[config.mk]
export PLATFORM = sky130hd
export DESIGN_NAME = arbiter_rr_merge
export DESIGN_NICKNAME = d
export VERILOG_FILES = /design/src/rtl/arbiter_rr_merge.sv
export SDC_FILE = /design/constraint.sdc
export NUM_CORES = 1
export LEC_CHECK = 0
export ABC_AREA = 1
export BUFFER_PORTS_ARGS = -buffer_cell sky130_fd_sc_hd__buf_2
export CAP_MARGIN = 20
export CORE_AREA = 2 2 121 123
export DETAILED_ROUTE_END_ITERATION = 16
export DIE_AREA = 0 0 123 125
export PLACE_DENSITY = 0.8
export SETUP_SLACK_MARGIN = 0.5
export SYNTH_ARGS = -nofsm -noshare
export SYNTH_HDL_FRONTEND = slang
export SYNTH_SLANG_ARGS = --single-unit
[constraint.sdc]
create_clock -name clk -period 4.9 [get_ports clk]
set_clock_uncertainty 0.1 [all_clocks]
set_input_delay 0.98 -clock clk [delete_from_list [all_inputs] [get_ports clk]]
set_output_delay 0.98 -clock clk [all_outputs]
set_load 0.05 [all_outputs]
[src/rtl/arbiter_rr_merge.sv]
// Round-robin N-to-1 merge: grants one valid input per cycle starting at a rotating
// priority pointer and registers {source index, payload} into a single output stage.
module arbiter_rr_merge #(
    parameter int p_nbits   = 32,
    parameter int p_ninputs = 8,
    localparam int c_iw     = $clog2(p_ninputs)
) (
    input  logic                    clk,
    input  logic                    reset,
    input  logic                    valid       [0:p_ninputs-1],
    input  logic [p_nbits-1:0]      message_in  [0:p_ninputs-1],
    output logic                    ready_out   [0:p_ninputs-1],
    output logic                    valid_out,
    input  logic                    ready,
    output logic [p_nbits+c_iw-1:0] message_out
);

    // Handshake: a transfer happens on a rising edge where valid and ready are both
    // high on the same channel; valid never waits on ready, ready may look at valid.

    logic                    out_valid_q;
    logic [p_nbits+c_iw-1:0] out_msg_q;
    logic [c_iw-1:0]         ptr_q;

    logic                    grant_valid;
    logic [c_iw-1:0]         grant_idx;
    logic [c_iw-1:0]         search_idx;
    logic                    can_load;
    logic                    accept;

    // Search from the pointer upward; c_iw-bit addition wraps since N is a power of two.
    always_comb begin
        grant_valid = 1'b0;
        grant_idx   = '0;
        search_idx  = '0;
        for (int k = 0; k < p_ninputs; k++) begin
            search_idx = ptr_q + c_iw'(k);
            if (!grant_valid && valid[search_idx]) begin
                grant_valid = 1'b1;
                grant_idx   = search_idx;
            end
        end
    end

    assign can_load = !out_valid_q || ready;
    assign accept   = !reset && grant_valid && can_load;

    always_comb begin
        for (int i = 0; i < p_ninputs; i++) begin
            ready_out[i] = accept && (grant_idx == c_iw'(i));
        end
    end

    always_ff @(posedge clk or posedge reset) begin
        if (reset) begin
            out_valid_q <= 1'b0;
            out_msg_q   <= '0;
            ptr_q       <= '0;
        end else if (accept) begin
            out_valid_q <= 1'b1;
            out_msg_q   <= {grant_idx, message_in[grant_idx]};
            ptr_q       <= grant_idx + c_iw'(1);
        end else if (out_valid_q && ready) begin
            out_valid_q <= 1'b0;
        end
    end

    assign valid_out   = out_valid_q;
    assign message_out = out_msg_q;

endmodule
==> results of run 1 <==
worst max-delay path by stage:
stage                   from           end  slack [ns]  depth (start not counted)
floorplan           ptr_q[0]  ready_out[1]        0.66                         20
detailed placement  ptr_q[1]  ready_out[7]        0.64                         17
global route        valid[0]  ready_out[0]        0.54                         18
global placement    ptr_q[1]  ready_out[7]        0.68                         17
CTS                 ptr_q[1]  ready_out[4]        0.51                         19
finish              valid[0]  ready_out[0]        0.70                         18
stage by stage:
step	util [%]	cell area [um2]
detailed placement	46.99	6674
global route	48.53	6893
CTS	48.06	6827
finish	48.53	6893
floorplan	-	5207
global placement	46.99	6674
layout by cell type (no fill, tap or decap), drive strengths merged:
master and count:
clkinv 1, a21oi 1, xnor2 2, xor2 2, o21a 1, clkbuf 7
nand3b 1, inv 26, o221ai 1, dfrtp 39, nand2 600, clkinvlp 1
a31oi 2, nand3 195, buf 329, ha 4, nand4 6, nor3 1
nor2 21, o21ai 10
state kept, by name, summed over array words and instances (netlist names):
name         flops
ptr_q            3
valid_out        1
message_out     35
critical path, cell delays in order:
cell and delay (ns):
buf_2 0.11, nand2_1 0.08, nand3_1 0.10, nand3_1 0.13
nand2_2 0.12, nor2_4 0.16, nand4_2 0.12, nor2_4 0.15
nand2_1 0.10, nor3_2 0.26, nor2_4 0.08, inv_2 0.08
nand2_1 0.06, inv_1 0.08, ha_1 0.16, inv_1 0.06
nor2_2 0.11, buf_6 0.17
kinds of logic after synthesis:
group | after synthesis | share of synthesized area (%)
flops | 39 | 18.76
compound gates | 15 | 1.924
simple gates | 824 | 66.98
buf+inv | 97 | 10.56
xor+xnor | 4 | 0.8179
fa+ha+maj | 4 | 0.9620
final cells by class:
type	instances	area, um2
clock inverter	2	12.51
multi-input combinational	847	3719
fill	1578	7311
timing repair buffer	330	1724
clock buffer	6	128.9
tap	184	230.2
sequential	39	978.4
inverter	26	100.1
routing by layer:
| layer | up-vias | share of wire (%) | global-route usage [%] |
|---|---|---|---|
| met2 | 277 | 49 | 42.51 |
| met4 | 0 | 1.5 | 4.612 |
| li1 | 3621 | - | - |
| met3 | 22 | 6.4 | 2.737 |
| met1 | 3193 | 43 | 29.40 |
| met5 | - | 0 | 0 |
repair_timing:
action / CTS / global route
setup endpoints to repair: 7 / 10
cloned: 0 / 0
hold endpoints to repair: 0 / 0
resized for setup: 5 / 7
setup buffers: 0 / 5
pin swaps: 0 / 2
hold buffers: 0 / 0
==> out/metrics.cfg, run 1 <==
[worst_setup_path]
reg2regPathDepth = 19
required_ns = 3.82
end_kind = output port
r2r_setup_slack_ns = 1.05
start_kind = primary input
criticalPathCategory = primary input to output port
reg2reg_to = message_out[27]
crit_arrival_ns = 3.12
r2r-start = ptr_q[0]
cp_max_fo = 4

[synthesis]
synth_ff_type = dfrtp_1
synth_top_area_share_pct = 42.42
ys_top_cells_by_area = nand2_1, dfrtp_1, nand3_1, buf_4, buf_2
syn_inst = 983
syn_nets = 1254
seq_area_frac_synth_pct = 18.76
synth-edff-count = 0
synthArstFlopShare_pct = 100.0
synthTopCellsByCount = nand2_1, nand3_1, dfrtp_1, buf_2, buf_4
synth_cell_types = 30
syn_avg_cell_area_um2 = 5.292
synthesis.area_mm2 = 0.005202
synth-seq-cells = 39
yosysMostFrequentCell = nand2_1
ys_warn_count = 0
synth_top_area_cell = nand2_1

[finish]
n_antenna_cell = 0
final_layout_size_suffix_gt1_share_pct = 30.96
fin_cells = 1434
area_growth_pct = 32.49
fin_nets = 1520

[die]
dieArea_mm2 = 0.01538
dieWidth_um = 123
start_util_pct = 36.63
coreArea_mm2 = 0.01420
ios = 311
die_h_um = 125
rows = 44

[routing]
firstDrtPassIters = 5
ant_nets = 0
drt-wirelength-per-cell_um = 13.48
drc = 0
vias = 7113
first_iter_violations = 342
viasPerCell = 4.960
wl_um = 19340

[global_route]
grt_pass1_vias = 6089
antenna_found_initial = 0
grtUsageTotal_pct = 23.36
grt_pass1_wl_um = 29240
grt_overflow = 0
grt_max_degree = 71

[clocking]
cts.clk_slew.worst_paths_ns = 0.06
cts_root_buf = clkbuf_16
cts_buffers = 5
htree_levels = 2
clk_latency_ns = 0.29
cts_tree = built
cts_buffer_depth = 2
clock_sinks = 39

[sta]
post-route-period-util_pct = 85.65
setup_violations = 0
whs_ns = 0.3910
slew_headroom_pct = 53.72
grt_setup_unrepaired = no
setup_tns_ns = 0
tightest_slew_ns = 0.6942
fin_crit_ns = 4.197
fmax_mhz = 238.3
hold_viol = 0
slew_viol_final = 0
setup_ws_ns = 0.7030

[placement]
dp_hpwl_um = 14390
io_buffers = 310
gp_congestion = 0.8674
pre_cts_ws_ns = 0.6391
dp_cells = 1421

[status]
status = finished, final reports clean

[run]
drv_cap = 0

[worst_hold_path]
hold_end = message_out[3]
worstHoldStart = message_out[3]
whs_path_depth = 2
hold_path.class = flip-flop to flip-flop

Power of run 1 is left out: the tool's default activity adds up to more than one toggle a clock period on the data nets, which glitch-free logic cannot reach.
==> run 2: changes to the inputs <==
==> constraint.sdc (replaced) <==
create_clock -name clk -period 5.1 [get_ports clk]
set_clock_uncertainty 0.1 [all_clocks]
set_input_delay 1.02 -clock clk [delete_from_list [all_inputs] [get_ports clk]]
set_output_delay 1.02 -clock clk [all_outputs]
set_load 0.05 [all_outputs]
==> out/metrics.cfg, run 2 (synthesis gave the netlist of run 1 again) <==
[worst_setup_path]
max_stage_delay_ns = 0.48  ; was 0.26 ns
r2r_setup_slack_ns = 1.08  ; was 1.05 ns
end_kind = output port  ; unchanged
r2r-start = ptr_q[0]  ; unchanged
reg2regPathDepth = 21  ; was 19
required_ns = 3.98  ; was 3.82 ns
crit_end = ready_out[4]  ; was ready_out[0]
cp.buffers_inverters = 6  ; was 5
start_kind = flip-flop  ; was primary input
cp_cell_sequence = inv_2 > ha_2 > inv_2 > nand3_1 > nand3_1 > nand2_2 > nor2_4 > nand4_2 > nor2_4 > nand2_1 > nor3_2 > nor2_4 > inv_2 > nand2_1 > inv_1 > ha_1 > inv_1 > nor2_1 > clkbuf_4  ; was buf_2 > nand2_1 > nand3_1 > nand3_1 > nand2_2 > nor2_4 > nand4_2 > nor2_4 > nand2_1 > nor3_2 > nor2_4 > inv_2 > nand2_1 > inv_1 > ha_1 > inv_1 > nor2_2 > buf_6
path_delay_family = simple AND/OR/NAND/NOR gates  ; unchanged
path_depth = 19  ; was 18
startpoint = ptr_q[0]  ; was valid[0]
criticalPathCategory = flip-flop to output port  ; was primary input to output port
slowest_stage = dfrtp_2  ; was nor3_2
reg2reg_to = message_out[0]  ; was message_out[27]
crit_arrival_ns = 3.29  ; was 3.12 ns
cp_max_fo = 10  ; was 4

[die]
dieWidth_um = 123  ; unchanged
start_util_pct = 36.63  ; unchanged
die_h_um = 125  ; unchanged
coreArea_mm2 = 0.01420  ; unchanged
ios = 311  ; unchanged
dieArea_mm2 = 0.01538  ; unchanged
rows = 44  ; unchanged

[clocking]
clock_sinks = 39  ; unchanged
cts.clk_slew.worst_paths_ns = 0.06  ; about the same
cts_buffer_depth = 2  ; unchanged
holdBufCountCts = 0  ; unchanged
htree_levels = 2  ; unchanged
cts_tree = built  ; unchanged
cts_buffers = 5  ; unchanged
cts_root_buf = clkbuf_16  ; unchanged
clk_latency_ns = 0.28  ; was 0.29 ns
cts_setup_buffers = 0  ; unchanged

[placement]
dp_hpwl_um = 14740  ; was 14390 um
pre_cts_ws_ns = 0.6339  ; was 0.6391 ns
placed_area_mm2 = 0.006676  ; was 0.006674 mm2
io_buffers = 310  ; unchanged
gp_congestion = 0.8806  ; was 0.8674
dp_cells = 1422  ; was 1421

[sta]
grt_setup_unrepaired = no  ; unchanged
tightest_slew_ns = 0.9328  ; was 0.6942 ns
slew_viol_final = 0  ; unchanged
fin_crit_ns = 4.408
setup_ws_ns = 0.6925  ; was 0.7030 ns
setup_tns_ns = 0  ; unchanged
hold_viol = 0  ; unchanged
setup_violations = 0  ; unchanged
fmax_mhz = 226.9
post-route-period-util_pct = 86.42
slew_headroom_pct = 37.81  ; was 53.72%

[worst_hold_path]
hold_path.class = flip-flop to flip-flop  ; unchanged

[global_route]
grt_pass1_wl_um = 29460  ; was 29240 um
antenna_found_initial = 0  ; unchanged
grt_max_degree = 93  ; was 71
grtUsageTotal_pct = 23.81  ; was 23.36%
grt_pass1_vias = 6072  ; was 6089
grt_overflow = 0  ; unchanged

[routing]
viasPerCell = 4.847  ; was 4.960
drt-wirelength-per-cell_um = 13.47  ; was 13.48 um
first_iter_violations = 438  ; was 342
drc = 0  ; unchanged
ant_nets = 0  ; unchanged
firstDrtPassIters = 5  ; unchanged
vias = 6931  ; was 7113
wl_um = 19270  ; was 19340 um

[finish]
area_growth_pct = 32.23  ; was 32.49%
layout_common_cells = nand2_1, buf_2, nand3_1  ; unchanged
final_layout_size_suffix_gt1_share_pct = 30.58  ; was 30.96%
layout_commonest_cell = nand2_1  ; unchanged
num-fill-cells = 1512  ; was 1578
multi_input_area_mm2 = 0.003711  ; was 0.003719 mm2
fin_cells = 1430  ; was 1434
n_antenna_cell = 0  ; unchanged
fin_nets = 1516  ; was 1520
register_area_um2 = 977.2  ; was 978.4 um2
stdcell_area_mm2 = 0.006879  ; was 0.006893 mm2
largest_reg_flops = 35  ; unchanged

[status]
status = finished, final reports clean  ; unchanged

[run]
drv_cap = 0  ; unchanged

-- run 2: per-stage QoR --
step           hold slack [ns]  util (%)
2_1_floorplan           0.6018         -
3_3_place_gp            0.3637     47.00
3_5_place_dp            0.3659     47.00
4_1_cts                 0.3814     48.23
5_1_grt                 0.4071     48.43
6_report                0.3830     48.43
-- run 2: repair_timing --
action                                 4_1_cts  5_1_grt
setup endpoints to repair                    4        8
endpoints found under the hold margin        0        0
gates resized for setup                      2        8
-- run 2: tightest hold or removal path: stages (launching register included) --
cell     delay (ns)
dfrtp_1        0.33
nand2_1        0.06
nand2_1        0.06
-- run 2: cell type report --
| class | instances | share of cell area, % |
|---|---|---|
| Clock buffer | 5 | 1.819 |
| Clock inverter | 3 | 0.6366 |
| Inverter | 26 | 1.455 |
| Multi-Input combinational cell | 847 | 53.95 |
| Sequential cell | 39 | 14.21 |
| Tap cell | 184 | 3.347 |
| Timing Repair Buffer | 326 | 24.59 |
-- run 2: worst min-delay path by stage --
stage,start,end,slack (ns),depth (start not counted)
2_1_floorplan,ptr_q[2],ptr_q[2],0.60,3
3_3_place_gp,message_out[33],message_out[33],0.36,2
3_5_place_dp,message_out[34],message_out[34],0.37,2
4_1_cts,message_out[34],message_out[34],0.38,2
5_1_grt,message_out[34],message_out[34],0.41,2
6_report,message_out[34],message_out[34],0.38,2
-- run 2: routing by layer --
layer | global-route usage, % | routed length, um
met1 | 29.81 | 8048
met2 | 41.66 | 9389
met3 | 4.060 | 1417
met4 | 6.618 | 410
met5 | 0 | 0
Power of run 2 is left out for the same reason.
==> run 3: changes to the inputs <==
--- a/config.mk
+++ b/config.mk
@@ -11,7 +11,7 @@
 export CORE_AREA = 2 2 121 123
 export DETAILED_ROUTE_END_ITERATION = 16
 export DIE_AREA = 0 0 123 125
-export PLACE_DENSITY = 0.8
+export PLACE_DENSITY = 0.67
 export SETUP_SLACK_MARGIN = 0.5
 export SYNTH_ARGS = -nofsm -noshare
 export SYNTH_HDL_FRONTEND = slang
==> out/metrics.cfg, run 3 (synthesis gave the netlist of run 1 again) <==
[finish]
multi_input_area_mm2 = 0.003704  ; was 0.003711 mm2
register_area_um2 = 978.4  ; was 977.2 um2
post-route-util_pct = 48.24  ; was 48.43%
n_antenna_cell = 0  ; unchanged
num-fill-cells = 1647  ; was 1512
area_growth_pct = 31.70  ; was 32.23%
final_layout_size_suffix_gt1_share_pct = 30.60  ; was 30.58%
layout_commonest_cell = nand2_1  ; unchanged
fin_nets = 1515  ; was 1516
largest_reg_flops = 35  ; unchanged
layout_common_cells = nand2_1, buf_2, nand3_1  ; unchanged

[sta]
tightest_slew_ns = 0.8378  ; was 0.9328 ns
whs_ns = 0.3900  ; was 0.3830 ns
fin_crit_ns = 4.343  ; was 4.408 ns
hold_viol = 0  ; unchanged
setup_violations = 0  ; unchanged
post-route-period-util_pct = 85.15  ; was 86.42%
grt_setup_unrepaired = no  ; unchanged
slew_headroom_pct = 44.15  ; was 37.81%
setup_tns_ns = 0  ; unchanged
fmax_mhz = 230.3  ; was 226.9 MHz
slew_viol_final = 0  ; unchanged

[placement]
dp_hpwl_um = 15190  ; was 14740 um
gp_congestion = 0.8439  ; was 0.8806
io_buffers = 310  ; unchanged

[worst_setup_path]
start_kind = flip-flop  ; unchanged
reg2regPathDepth = 19  ; was 21
cp_cell_sequence = inv_4 > ha_2 > inv_2 > nand3_1 > nand2_1 > nand2_1 > nand2_2 > inv_2 > nand4_1 > nand3b_1 > nor2_1 > nand3_1 > nor2_4 > buf_4 > nand2_1 > nor2_1 > buf_2  ; was inv_2 > ha_2 > inv_2 > nand3_1 > nand3_1 > nand2_2 > nor2_4 > nand4_2 > nor2_4 > nand2_1 > nor3_2 > nor2_4 > inv_2 > nand2_1 > inv_1 > ha_1 > inv_1 > nor2_1 > clkbuf_4
cp.buffers_inverters = 5  ; was 6
cp_max_fo = 34  ; was 10
reg2reg_to = message_out[4]  ; was message_out[0]
max_stage_delay_ns = 0.49  ; was 0.48 ns
r2r_setup_slack_ns = 1.15  ; was 1.08 ns
critPathMostFrequentCell = nand2_1
path_delay_family = simple AND/OR/NAND/NOR gates  ; unchanged
r2r-start = ptr_q[1]  ; was ptr_q[0]
crit_arrival_ns = 3.22  ; was 3.29 ns
slowest_stage = dfrtp_2  ; unchanged
end_kind = output port  ; unchanged
criticalPathCategory = flip-flop to output port  ; unchanged
required_ns = 3.98  ; about the same

[clocking]
cts_buffers = 5  ; unchanged
cts_buffer_depth = 2  ; unchanged
cts.clk_slew.worst_paths_ns = 0.07  ; was 0.06 ns
clk_latency_ns = 0.28  ; about the same
clock_sinks = 39  ; unchanged
cts_root_buf = clkbuf_16  ; unchanged
htree_levels = 2  ; unchanged
cts_tree = built  ; unchanged
cts_setup_buffers = 0  ; unchanged

[routing]
viasPerCell = 4.866  ; was 4.847
firstDrtPassIters = 4  ; was 5
wl_um = 19770  ; was 19270 um
ant_nets = 0  ; unchanged
vias = 6954  ; was 6931
first_iter_violations = 375  ; was 438
drt-wirelength-per-cell_um = 13.83  ; was 13.47 um
drc = 0  ; unchanged

[die]
start_util_pct = 36.63  ; unchanged
dieWidth_um = 123  ; unchanged
die_h_um = 125  ; unchanged
rows = 44  ; unchanged
dieArea_mm2 = 0.01538  ; unchanged
ios = 311  ; unchanged
coreArea_mm2 = 0.01420  ; unchanged

[run]
drv_cap = 0  ; unchanged

[worst_hold_path]
hold_end = message_out[22]  ; was message_out[34]
worstHoldStart = message_out[22]  ; was message_out[34]
hold_path.class = flip-flop to flip-flop  ; unchanged
whs_path_depth = 2  ; unchanged

[status]
status = finished, final reports clean  ; unchanged

[global_route]
antenna_found_initial = 0  ; unchanged
grt_overflow = 0  ; unchanged
grt_max_degree = 88  ; was 93
grt_pass1_vias = 6322  ; was 6072
grt_pass1_wl_um = 30820  ; was 29460 um
grtUsageTotal_pct = 24.71  ; was 23.81%

==> run 3: cell type report <==
type	count	area share, %
Clock buffer	5	1.826
Timing Repair Buffer	325	24.38
Multi-Input combinational cell	847	54.05
Inverter	26	1.461
Tap cell	184	3.360
Sequential cell	39	14.28
Clock inverter	3	0.6392
==> run 3: worst max-delay path by stage <==
| stage | from | slack, ns | cells past startpoint | to |
|---|---|---|---|---|
| global placement | valid[4] | 0.86 | 16 | ready_out[3] |
| CTS | ptr_q[1] | 0.51 | 17 | ready_out[6] |
| global route | ptr_q[1] | 0.51 | 19 | ready_out[4] |
| finish | ptr_q[1] | 0.76 | 17 | ready_out[7] |
| floorplan | ptr_q[0] | 0.60 | 23 | ready_out[0] |
| detailed placement | valid[4] | 0.84 | 16 | ready_out[3] |
==> run 3: worst min-delay path: cells and delay by family (launching register included) <==
kind	cells	cell delay, ns
DFF	1	0.34
and+or+nand+nor	2	0.12
==> run 3: routing by layer <==
layer | vias up | GRT usage [%] | wire length (um)
li1 | 3610 | - | -
met4 | 0 | 4.078 | 272
met5 | - | 0 | 0
met3 | 20 | 3.422 | 1252
met1 | 3091 | 30.78 | 8355
met2 | 233 | 45.34 | 9890
==> run 3: repair_timing <==
action,in CTS,in global routing
hold buffers,0,0
setup endpoints to repair,0,7
gates resized for setup,0,7
==> run 3: through the flow <==
stage,area (um2),std cells,setup slack [ns]
floorplan,5202,983,0.6044
global placement,6669,1421,0.8579
detailed placement,6669,1421,0.8365
CTS,6838,1429,0.5113
global route,6852,1429,0.5078
finish,6852,1429,0.7573
Power of run 3 is left out for the same reason.
